## src/rtl/matching_unit.sv

```systemverilog
// Operand matching unit: pairs LEFT/RIGHT tokens by {dest_addr, color} in a small
// associative waiting store and forwards fired operand packets; ONE/EXEC bypass the store.
module matching_unit #(
  parameter int DEPTH     = 8,
  parameter int CNT_WIDTH = 4
) (
  input  logic                 CLK,
  input  logic                 RST_N,
  input  logic                 RECEIVE_PR_VALID,
  input  logic [98:0]          RECEIVE_PR_DATA,
  output logic                 RECEIVE_PR_READY,
  output logic                 SEND_OP_VALID,
  output logic [95:0]          SEND_OP_DATA,
  input  logic                 SEND_OP_READY,
  output logic [CNT_WIDTH-1:0] STORE_COUNT,
  output logic                 OVERFLOW
);

  localparam int IDX_W = (DEPTH > 1) ? $clog2(DEPTH) : 1;

  localparam logic [2:0] OPT_ONE   = 3'd1;
  localparam logic [2:0] OPT_LEFT  = 3'd2;
  localparam logic [2:0] OPT_RIGHT = 3'd3;
  localparam logic [2:0] OPT_EXEC  = 3'd4;

  typedef enum logic [1:0] {S_IDLE, S_MATCH, S_SEND} state_t;

  state_t               r_state;
  state_t               w_state_nxt;
  logic                 r_ready;
  logic                 r_valid;
  logic [95:0]          r_out_data;
  logic [CNT_WIDTH-1:0] r_count;
  logic                 r_overflow;

  // Latched request
  logic [2:0]           r_req_opt;
  logic [15:0]          r_req_addr;
  logic [15:0]          r_req_color;
  logic [31:0]          r_req_d1;
  logic [31:0]          r_req_d2;

  // Waiting store; side bit 0 = LEFT, 1 = RIGHT
  logic [DEPTH-1:0]     r_ent_vld;
  logic [15:0]          r_ent_addr  [DEPTH];
  logic [15:0]          r_ent_color [DEPTH];
  logic                 r_ent_side  [DEPTH];
  logic [31:0]          r_ent_data  [DEPTH];

  logic                 w_accept;
  logic                 w_req_side;
  logic                 w_full;
  logic                 w_hit;
  logic [IDX_W-1:0]     w_hit_idx;
  logic                 w_free;
  logic [IDX_W-1:0]     w_free_idx;
  logic                 w_fire;
  logic                 w_take_hit;
  logic                 w_store;
  logic                 w_drop;
  logic [95:0]          w_fire_data;

  assign w_accept   = RECEIVE_PR_VALID && r_ready && (r_state == S_IDLE);
  assign w_req_side = r_req_opt[0];
  assign w_full     = (r_count == CNT_WIDTH'(DEPTH));

  // Lowest-index hit (opposite side, same tag) and lowest-index free slot
  always_comb begin
    w_hit      = 1'b0;
    w_hit_idx  = '0;
    w_free     = 1'b0;
    w_free_idx = '0;
    for (int i = 0; i < DEPTH; i++) begin
      if (!w_hit && r_ent_vld[i] && (r_ent_addr[i] == r_req_addr) &&
          (r_ent_color[i] == r_req_color) && (r_ent_side[i] != w_req_side)) begin
        w_hit     = 1'b1;
        w_hit_idx = IDX_W'(i);
      end
      if (!w_free && !r_ent_vld[i]) begin
        w_free     = 1'b1;
        w_free_idx = IDX_W'(i);
      end
    end
  end

  always_ff @(posedge CLK or negedge RST_N) begin
    if (!RST_N) r_state <= S_IDLE;
    else        r_state <= w_state_nxt;
  end

  always_comb begin
    w_state_nxt = r_state;
    w_fire      = 1'b0;
    w_take_hit  = 1'b0;
    w_store     = 1'b0;
    w_drop      = 1'b0;
    w_fire_data = '0;
    case (r_state)
      S_IDLE: begin
        if (w_accept) w_state_nxt = S_MATCH;
      end
      S_MATCH: begin
        w_state_nxt = S_IDLE;
        case (r_req_opt)
          OPT_ONE: begin
            w_fire      = 1'b1;
            w_fire_data = {r_req_addr, r_req_color, r_req_d1, 32'b0};
            w_state_nxt = S_SEND;
          end
          OPT_EXEC: begin
            w_fire      = 1'b1;
            w_fire_data = {r_req_addr, r_req_color, r_req_d1, r_req_d2};
            w_state_nxt = S_SEND;
          end
          OPT_LEFT, OPT_RIGHT: begin
            if (w_hit) begin
              w_fire      = 1'b1;
              w_take_hit  = 1'b1;
              // LEFT operand always lands in data1 regardless of arrival order
              w_fire_data = w_req_side ?
                {r_req_addr, r_req_color, r_ent_data[w_hit_idx], r_req_d1} :
                {r_req_addr, r_req_color, r_req_d1, r_ent_data[w_hit_idx]};
              w_state_nxt = S_SEND;
            end else if (w_full || !w_free) begin
              w_drop = 1'b1;
            end else begin
              w_store = 1'b1;
            end
          end
          default: w_state_nxt = S_IDLE;
        endcase
      end
      S_SEND: begin
        if (SEND_OP_READY) w_state_nxt = S_IDLE;
      end
      default: w_state_nxt = S_IDLE;
    endcase
  end

  // Registered outputs and store occupancy
  always_ff @(posedge CLK or negedge RST_N) begin
    if (!RST_N) begin
      r_ready    <= 1'b0;
      r_valid    <= 1'b0;
      r_out_data <= '0;
      r_count    <= '0;
      r_overflow <= 1'b0;
      r_ent_vld  <= '0;
    end else begin
      r_ready <= (w_state_nxt == S_IDLE);
      r_valid <= (w_state_nxt == S_SEND);
      if (w_fire) r_out_data <= w_fire_data;
      if (w_drop) r_overflow <= 1'b1;
      if (w_take_hit) begin
        r_ent_vld[w_hit_idx] <= 1'b0;
        r_count              <= r_count - 1'b1;
      end else if (w_store) begin
        r_ent_vld[w_free_idx] <= 1'b1;
        r_count               <= r_count + 1'b1;
      end
    end
  end

  always_ff @(posedge CLK) begin
    if (w_accept) begin
      r_req_opt   <= RECEIVE_PR_DATA[98:96];
      r_req_addr  <= RECEIVE_PR_DATA[95:80];
      r_req_color <= RECEIVE_PR_DATA[79:64];
      r_req_d1    <= RECEIVE_PR_DATA[63:32];
      r_req_d2    <= RECEIVE_PR_DATA[31:0];
    end
  end

  always_ff @(posedge CLK) begin
    if (w_store) begin
      r_ent_addr[w_free_idx]  <= r_req_addr;
      r_ent_color[w_free_idx] <= r_req_color;
      r_ent_side[w_free_idx]  <= w_req_side;
      r_ent_data[w_free_idx]  <= r_req_d1;
    end
  end

  assign RECEIVE_PR_READY = r_ready;
  assign SEND_OP_VALID    = r_valid;
  assign SEND_OP_DATA     = r_out_data;
  assign STORE_COUNT      = r_count;
  assign OVERFLOW         = r_overflow;

endmodule

```

## config.mk

```make
export PLATFORM = sky130hd
export DESIGN_NAME = matching_unit
export DESIGN_NICKNAME = d
export VERILOG_FILES = /design/src/rtl/matching_unit.sv
export SDC_FILE = /design/constraint.sdc
export NUM_CORES = 1
export LEC_CHECK = 0
export CORE_ASPECT_RATIO = 1.4
export CORE_UTILIZATION = 50
export CTS_CLUSTER_DIAMETER = 50
export CTS_CLUSTER_SIZE = 8
export DETAILED_ROUTE_END_ITERATION = 12
export PLACE_DENSITY = 0.72
export REMOVE_ABC_BUFFERS = 1
export SLEW_MARGIN = 20
export SYNTH_ARGS = -nofsm -noshare
export SYNTH_HDL_FRONTEND = slang
export SYNTH_SLANG_ARGS = --single-unit
```

## constraint.sdc

```tcl
create_clock -name CLK -period 8.6 [get_ports CLK]
set_input_delay 1.72 -clock CLK [delete_from_list [all_inputs] [get_ports CLK]]
set_output_delay 1.72 -clock CLK [all_outputs]
set_load 0.1 [all_outputs]
```

==> flow_summary.json, run 1 <==
{
  "ys_warn_count": 0,
  "end_kind": "register",
  "synth_top_cell_by_area": "edfxtp_1",
  "ir_worst_vdd_mv": 0.271,
  "arrival_ns": 6.59,
  "cts.htree.levels": 3,
  "ys_types": 56,
  "grt_usage": 0.298,
  "drc_errors": 0,
  "postCtsHoldBufs": 0,
  "cts.path.max_buffers": 3,
  "fill_cells": 4887,
  "clk_pin_slew_ns": 0.05,
  "maxCapViolCount": 0,
  "synth_area_sq_um": 31900,
  "maxSlewViolCount": 0,
  "setup-violations-final": 0,
  "finalInstanceArea_sq_um": 37900,
  "gp_congestion": 0.917,
  "synth_xor_xnor_area_share": 0.0737,
  "die_area_sq_um": 64700,
  "synth_area_leaders": "edfxtp_1 58%, dfrtp_1 8.9%, xor2_1 6.0%, a32oi_1 2.6%, nor4_1 2.2%",
  "rsz0062_at_grt": "no",
  "tns_ns": 0,
  "crit_required_ns": 8.89,
  "hold_viol": 0,
  "dr.pass1.iters": 5,
  "postRouteAntennaNets": 0,
  "grt_max_degree": 163,
  "synth-seq-area-share": 0.672,
  "leakage_nw": 13.0,
  "dpl_worst_slack_ns": 2.30,
  "synth.area.mux_share": 0.0213,
  "io_pins": 206,
  "synthCells": 2310,
  "synth_top_area_frac": 0.584,
  "power.density_nw_per_um2": 303,
  "die_h_microns": 301,
  "setup_slack_ns": 2.29,
  "clk_latency_ns": 0.67,
  "tightestPinTransition_ns": 1.22,
  "grt_overflow": 0,
  "antennaDiodeCount": 0,
  "cp_cell_sequence": "xor2_1, nor4_1, nand3_1, or4_2, buf_4, nand2_1, nor4_1, nor3b_1, nand3_1, nor2_4, buf_4",
  "first_iter_violations": 1694,
  "dpl-instance-area_sq_um": 34800,
  "cp-start-kind": "register",
  "hpwl_mm": 61.9,
  "clock.fmax_mhz": 159,
  "cts_buffers": 102,
  "rows": 109,
  "synth_top_family_by_area": "compound AO/OA/AOI/OAI gates",
  "cts_tree": "done",
  "fin_worst_skew_ns": 0.0243,
  "crit_fanout": 41,
  "vias": 21117,
  "total_power_mw": 11.5,
  "antenna_found_initial": 0,
  "syn_avg_cell_area_sq_um": 13.8,
  "drive_above_1_share": 0.0849,
  "routed_wl_mm": 96.5,
  "nNetsFinal": 2622,
  "routedWlPerCell_microns": 28.1,
  "postSynth.asyncResetShare": 0.154,
  "mostFrequentLayoutCell": "edfxtp_1",
  "grt_pass1_wl_mm": 141,
  "ys_ff_latch": 732,
  "syn_to_final_growth_pct": 19.0,
  "outcome": "finished clean",
  "start_util": 0.506,
  "post-cts-setup-buffer-count": 0,
  "critPathKind": "register to register",
  "synth-simple-area-share": 0.0800,
  "crit_slowest_cell": "edfxtp_1",
  "grt_pass1_vias": 21777,
  "core_area_sq_um": 63000,
  "clock_sinks": 732,
  "period_minus_slack_ns": 6.31,
  "cts_root_buffer": "clkbuf_16",
  "yosys.area_share.adder": 0.00141,
  "numPortBuffers": 205,
  "hold_path.class": "register to register",
  "layout_common_cells": "619 x edfxtp_1, 219 x xor2_1, 204 x clkdlybuf4s50_1",
  "cts_resized": 0,
  "synth_edf_count": 619,
  "die_w_microns": 215,
  "max_slew_margin": 0.189,
  "synthFlopType": "edfxtp_1",
  "synth_compound_area_frac": 0.114,
  "fin_crit_sh": 0.733,
  "cpPeakStageDelay_ns": 1.05,
  "whs_ns": 0.464,
  "vias_per_cell": 6.15
}
## final timing paths
| path | from | slack [ns] | to | cells after the start |
|---|---|---|---|---|
| min | SEND_OP_DATA[68]$_DFFE_PN0N_ | 0.46 | SEND_OP_DATA[68]$_DFFE_PN0N_ | 2 |
| max in group asynchronous | RST_N | 6.04 | SEND_OP_DATA[20]$_DFFE_PN0N_ | 2 |
| max reg2reg | r_req_addr[10]$_DFFE_PP_ | 2.29 | r_ent_data[7][4]$_DFFE_PP_ | 11 |
| min reg2reg | SEND_OP_DATA[68]$_DFFE_PN0N_ | 0.46 | SEND_OP_DATA[68]$_DFFE_PN0N_ | 2 |
| max | r_req_addr[10]$_DFFE_PP_ | 2.29 | r_ent_data[7][4]$_DFFE_PP_ | 11 |
| min in group asynchronous | RST_N | 1.15 | SEND_OP_DATA[58]$_DFFE_PN0N_ | 1 |
## power by group
| group | total [mW] | switching, mW | internal (mW) |
|---|---|---|---|
| Sequential | 4.82 | 0.457 | 4.36 |
| Clock | 3.77 | 1.47 | 2.29 |
| Combinational | 2.89 | 2.18 | 0.709 |
## cells in the mapped netlist, drive strengths merged (8+ instances only)
| library cell | count |
|---|---|
| a211oi | 67 |
| a21oi | 69 |
| a22o | 31 |
| a31oi | 36 |
| a32oi | 94 |
| a41oi | 33 |
| and2 | 31 |
| buf | 64 |
| clkbuf | 90 |
| dfrtp | 113 |
| edfxtp | 619 |
| inv | 133 |
| mux2 | 31 |
| mux2i | 33 |
| nand2 | 183 |
| nand3 | 16 |
| nand4 | 28 |
| nand4b | 8 |
| nor2 | 19 |
| nor3 | 40 |
| nor4 | 113 |
| nor4b | 17 |
| o211a | 32 |
| o21a | 31 |
| o31ai | 62 |
| xnor2 | 49 |
| xor2 | 219 |
## worst max-delay path: cells and delay by family (launching register included)
kind                      cells  cell delay [ns]
and+or+nand+nor               8             3.07
buffers and inverters         2             1.13
DFF                           1             1.05
xor gates and xnor gates      1             0.60
## logic make-up (layout without fill, tap and decap cells)
logic type,after synthesis,after routing
compound gates,474,474
fa+ha+maj,3,3
mux,64,64
buf+inv,287,579
flops,732,732
xor+xnor,268,268
simple gates,482,482
## routing by layer
metal / track usage / vias to the layer above / share of wire
li1: - / 9262 / -
met4: 0.161 / 0 / 0.050
met3: 0.0411 / 178 / 0.056
met2: 0.535 / 896 / 0.53
met5: 0 / - / 0
met1: 0.346 / 10781 / 0.36
## cell type report
cell class | instances | area [sq um] | area share
Tap cell | 832 | 1040 | 0.0275
Sequential cell | 732 | 21400 | 0.565
Timing Repair Buffer | 256 | 2520 | 0.0666
Clock inverter | 4 | 46.3 | 0.00122
Clock buffer | 186 | 2960 | 0.0782
Inverter | 133 | 499 | 0.0132
Multi-Input combinational cell | 1291 | 9410 | 0.248
## stage by stage
step	std cells	utilization
after detailed placement	3242	0.553
after CTS	3432	0.601
after floorplan	2156	-
final	3434	0.602
after global placement	3239	0.552
after global routing	3434	0.602
## sequential cells by signal, summed over array words and instances (netlist names)
name and count:
OVERFLOW 1, RECEIVE_PR_READY 1, SEND_OP_DATA 96, SEND_OP_VALID 1, STORE_COUNT 4, r_ent_addr 128, r_ent_color 128, r_ent_data 256
r_ent_side 8, r_ent_vld 8, r_req_addr 16, r_req_color 16, r_req_d1 32, r_req_d2 32, r_req_opt 3, r_state 2
Note: power is estimated with default switching activity, not from simulation.
==> run 2: changes to the inputs <==
- PLACE_DENSITY: 0.72 -> 0.69
- clock period: 8.6 -> 6.39 ns (I/O delays scaled with it)
==> run 2 against run 1 <==
Against the previous run:
- clock skew rose by 0.013 ns
- critical path depth is the same
- critical path type unchanged
- fmax rose by 20%
==> flow_summary.json, run 2 (synthesized netlist as in run 1, its figures left out) <==
{
  "outcome": "finished clean",
  "critPathKind": "register to register",
  "vias": 21436,
  "arrival_ns": 5.53,
  "first_iter_violations": 1812,
  "hpwl_mm": 60.6,
  "mostFrequentLayoutCell": "edfxtp_1",
  "syn_to_final_growth_pct": 20.2,
  "p_sw_mw": 5.51,
  "grt_usage": 0.294,
  "fin_worst_skew_ns": 0.0378,
  "hold_viol": 0,
  "tns_ns": 0,
  "setup_slack_ns": 1.13,
  "whs_path_depth": 2,
  "cts_buffers": 102,
  "power.share.switching": 0.357,
  "routed_wl_mm": 94.9,
  "dr.pass1.iters": 6,
  "cts_tree": "done",
  "fin_crit_sh": 0.824,
  "clock.fmax_mhz": 190,
  "total_power_mw": 15.5,
  "grt_max_degree": 163,
  "numPortBuffers": 205,
  "antenna_found_initial": 1,
  "maxCapViolCount": 0,
  "cp-start-kind": "register",
  "dpl-instance-area_sq_um": 35300,
  "rsz0062_at_grt": "no",
  "clock_sinks": 732,
  "reg2reg_depth": 11,
  "crit_fanout": 33,
  "end_kind": "register",
  "period_minus_slack_ns": 5.26,
  "fin_util": 0.608,
  "drc_errors": 0,
  "die_h_microns": 301,
  "maxSlewViolCount": 0,
  "cts_root_buffer": "clkbuf_16",
  "cts.htree.levels": 3,
  "top_regs": "r_ent_data (256), r_ent_addr (128), r_ent_color (128)",
  "clkPwrFrac": 0.327,
  "r2r_slack_ns": 1.13,
  "die_w_microns": 215,
  "nNetsFinal": 2663,
  "post-cts-setup-buffer-count": 0,
  "clk_pin_slew_ns": 0.05,
  "p_int_mw": 9.94,
  "largest_reg_flops": 256,
  "grt_pass1_wl_mm": 140,
  "start_util": 0.506,
  "grt_pass1_vias": 22109,
  "dp_cells": 3285,
  "io_pins": 206,
  "die_area_sq_um": 64700,
  "max_slew_margin": 0.245,
  "power.density_nw_per_um2": 404,
  "tightestPinTransition_ns": 1.13,
  "gp_congestion": 1.00,
  "drive_above_1_share": 0.0992,
  "core_area_sq_um": 63000,
  "finalInstanceArea_sq_um": 38300,
  "vias_per_cell": 6.17,
  "dpl_worst_slack_ns": 1.17,
  "hold_path.class": "register to register",
  "grt_overflow": 0,
  "postCtsHoldBufs": 0,
  "cts_resized": 0,
  "share_comb_of_total_power": 0.255,
  "layout_common_cells": "619 x edfxtp_1, 219 x xor2_1, 204 x clkdlybuf4s50_1",
  "clk_latency_ns": 0.67,
  "antennaDiodeCount": 0,
  "crit_required_ns": 6.66,
  "whs_ns": 0.466,
  "ir_worst_vdd_mv": 0.320,
  "stdcell_count": 3473,
  "cts.path.max_buffers": 3,
  "routedWlPerCell_microns": 27.3,
  "top_register": "r_ent_data",
  "setup-violations-final": 0,
  "power.share.sequential": 0.418,
  "rows": 109,
  "postRouteAntennaNets": 0,
  "leakage_nw": 13.2
}
-- run 2: cell types whose count changed in the layout (fill, tap and decap cells not counted), sizes merged --
cell / before / now
clkinv: 3 / 1
clkbuf: 186 / 182
buf: 52 / 93
inv: 134 / 136
bufinv: 0 / 1
clkinvlp: 0 / 1
-- run 2: worst max-delay path, stage by stage (launching register included) --
cell      delay [ns]
edfxtp_1        0.55
buf_4           0.32
xor2_1          0.54
nor4_1          0.17
nand4_1         0.18
nor4b_2         0.13
or4_1           0.57
nor4_1          0.32
buf_4           0.20
nor2b_1         0.29
nor2b_4         0.95
buf_4           0.65
-- run 2: final cells by class --
type | instances | area [sq um]
multi-input cells | 1291 | 9420
fillers | 4882 | 24700
clock inverters | 6 | 80.1
repair buffers | 297 | 2920
inverters | 133 | 499
flip-flops and latches | 732 | 21400
well taps | 832 | 1040
clock buffers | 182 | 2910
-- run 2: path summary, 6_finish.rpt --
check                                             start                            to
max                            r_req_color[6]$_DFFE_PP_   r_ent_data[2][10]$_DFFE_PP_
min                        SEND_OP_DATA[73]$_DFFE_PN0N_  SEND_OP_DATA[73]$_DFFE_PN0N_
max reg2reg                    r_req_color[6]$_DFFE_PP_   r_ent_data[2][10]$_DFFE_PP_
min reg2reg                SEND_OP_DATA[73]$_DFFE_PN0N_  SEND_OP_DATA[73]$_DFFE_PN0N_
max in group asynchronous                         RST_N  SEND_OP_DATA[60]$_DFFE_PN0N_
min in group asynchronous                         RST_N  SEND_OP_DATA[50]$_DFFE_PN0N_
-- run 2: metal layers --
metal,vias up,global-route usage,share of wire
met3,218,0.0389,0.051
met4,0,0.172,0.056
li1,9363,-,-
met2,895,0.514,0.51
met5,-,0,0
met1,10960,0.349,0.38
-- run 2: power by group through the flow --
stage | clock, mW | sequential, mW | combinational (mW)
after CTS | 5.10 | 6.45 | 3.95
after detailed placement | 0 | 6.53 | 3.93
after global placement | 0 | 6.51 | 3.90
after floorplan | 0 | 8.03 | 1.01
final | 5.06 | 6.46 | 3.94
after global routing | 5.30 | 6.50 | 4.10
==> run 3: changes to the inputs <==
- PLACE_DENSITY: 0.69 -> 0.72
- clock period: 6.39 -> 4.2 ns (I/O delays scaled with it)
==> run 3 against run 2 <==
Against the previous run:
- fmax up 27%
- largest cell class unchanged
- register-to-register slack worse by 1.1 ns
- first-iteration DRC count up 2.9%
- highest routed layer unchanged
- die area unchanged
- sequential share of layout area down 2.5 points
- sequential power up 49%
- worst hold slack worse by 0.18 ns
- sequential cell count unchanged
==> flow_summary.json, run 3 (synthesized netlist as in run 1, its figures left out) <==
{
  "routedWlPerCell_microns": 26.0,
  "grt_pass1_vias": 23120,
  "vias_per_cell": 6.15,
  "syn_to_final_growth_pct": 25.9,
  "top_register": "r_ent_data",
  "nNetsFinal": 2815,
  "clock.fmax_mhz": 242,
  "stdcell_count": 3615,
  "fin_util": 0.636,
  "ir_worst_vdd_mv": 0.581,
  "core_area_sq_um": 63000,
  "end_kind": "register",
  "antenna_found_initial": 1,
  "total_power_mw": 24.0,
  "postRouteAntennaNets": 0,
  "crit_required_ns": 4.75,
  "cts_root_buffer": "clkbuf_16",
  "tightestPinTransition_ns": 1.06,
  "cts.path.max_buffers": 3,
  "cp_cell_sequence": "buf_12, xor2_1, nor4b_1, nand4_1, or4_1, a211oi_4, buf_4, buf_12, buf_4, a211oi_1, mux2i_1, a41oi_1, o31ai_1",
  "first_iter_violations": 1865,
  "cpLargestDelayFamily": "simple AND/OR/NAND/NOR gates",
  "power.density_nw_per_um2": 597,
  "die_area_sq_um": 64700,
  "die_w_microns": 215,
  "dr.pass1.iters": 7,
  "routed_wl_mm": 94.1,
  "cts_tree": "done",
  "gp_congestion": 0.981,
  "cts.htree.levels": 3,
  "cp-start-kind": "register",
  "maxCapViolCount": 0,
  "outcome": "finished clean",
  "leakage_nw": 14.2,
  "numPortBuffers": 205,
  "start_util": 0.506,
  "fin_crit_sh": 0.984,
  "drc_errors": 0,
  "clk_latency_ns": 0.67,
  "io_pins": 206,
  "crit_fanout": 37,
  "hold_viol": 0,
  "layout_common_cells": "619 x edfxtp_1, 219 x xor2_1, 204 x clkdlybuf4s50_1",
  "hold_path.class": "primary input to async pin",
  "top_regs": "r_ent_data (256), r_ent_addr (128), r_ent_color (128)",
  "clk_pin_slew_ns": 0.05,
  "vias": 22250,
  "arrival_ns": 4.68,
  "die_h_microns": 301,
  "grt_max_degree": 69,
  "grt_usage": 0.291,
  "maxSlewViolCount": 0,
  "dp_cells": 3428,
  "period_minus_slack_ns": 4.13,
  "mostFrequentLayoutCell": "edfxtp_1",
  "grt_pass1_wl_mm": 141,
  "hpwl_mm": 62.7,
  "cpPeakStageDelay_ns": 0.63,
  "crit_slowest_cell": "or4_1",
  "cts_buffers": 102,
  "antennaDiodeCount": 0,
  "clock_sinks": 732,
  "fin_worst_skew_ns": 0.0336,
  "largest_reg_flops": 256,
  "critPathKind": "register to register",
  "max_slew_margin": 0.294,
  "drive_above_1_share": 0.151,
  "rows": 109,
  "path_buf_inv": 4,
  "setup-violations-final": 0,
  "grt_overflow": 0
}
run 3: changes by cell type in the layout (fill, tap and decap cells not counted), moves of 2 or more:
cell / before / now
buf_12: 14 / 67
inv_6: 3 / 1
buf_4: 78 / 175
clkbuf_1: 77 / 66
run 3: repair_timing:
item,4_1_cts,5_1_grt
resized for setup,1,5
hold buffers,0,0
endpoints found under the setup margin,194,286
pin swaps,1,2
buffers inserted,4,5
run 3: area by class of cell:
cell class                 instances  area [sq um]
inverter                         133           499
multi-input combinational       1291          9430
sequential                       732         21400
clock inverter                     7           105
tap                              832          1040
timing repair buffer             449          4750
clock buffer                     171          2860
fill                            4546         22900
run 3: worst register-to-register path, cell delays in order, from the launching register on:
cell and delay (ns):
edfxtp_1 0.55, buf_12 0.24, xor2_1 0.19, nor4b_1 0.32, nand4_1 0.20, or4_1 0.63, a211oi_4 0.56, buf_4 0.23
buf_12 0.19, buf_4 0.17, a211oi_1 0.05, mux2i_1 0.21, a41oi_1 0.16, o31ai_1 0.34
run 3: path summary, 6_finish.rpt:
kind | startpoint | end | slack, ns | cells past startpoint
max | r_req_addr[11]$_DFFE_PP_ | SEND_OP_DATA[46]$_DFFE_PN0N_ | 0.07 | 13
min | RST_N | SEND_OP_DATA[48]$_DFFE_PN0N_ | 0.29 | 1
max reg2reg | r_req_addr[11]$_DFFE_PP_ | SEND_OP_DATA[46]$_DFFE_PN0N_ | 0.07 | 13
min reg2reg | SEND_OP_DATA[78]$_DFFE_PN0N_ | SEND_OP_DATA[78]$_DFFE_PN0N_ | 0.47 | 2
max in group asynchronous | RST_N | SEND_OP_DATA[10]$_DFFE_PN0N_ | 3.12 | 2
min in group CLK | SEND_OP_DATA[78]$_DFFE_PN0N_ | SEND_OP_DATA[78]$_DFFE_PN0N_ | 0.47 | 2
run 3: power by group:
| part | switching, mW | internal, mW |
|---|---|---|
| clock network | 3.07 | 4.60 |
| registers | 0.675 | 8.92 |
| logic | 4.80 | 1.88 |
run 3: metal layers:
metal,GRT usage,vias to the layer above,part of all wire
met4,0.167,0,0.055
met2,0.526,1150,0.53
met5,0,-,0
met1,0.327,11151,0.35
met3,0.0440,285,0.066
li1,-,9664,-
run 3: through the flow:
stage          setup TNS (ns)  setup slack (ns)  hold slack, ns  cell area [sq um]
3_3_place_gp            -5.23           -0.0972           0.455              37000
4_1_cts                     0            0.0370           0.296              40000
5_1_grt               -0.0611           -0.0250           0.332              40100
2_1_floorplan        -2892.41             -8.85           0.460              31200
3_5_place_dp            -9.72            -0.112           0.458              37000
6_report                    0            0.0653           0.286              40100
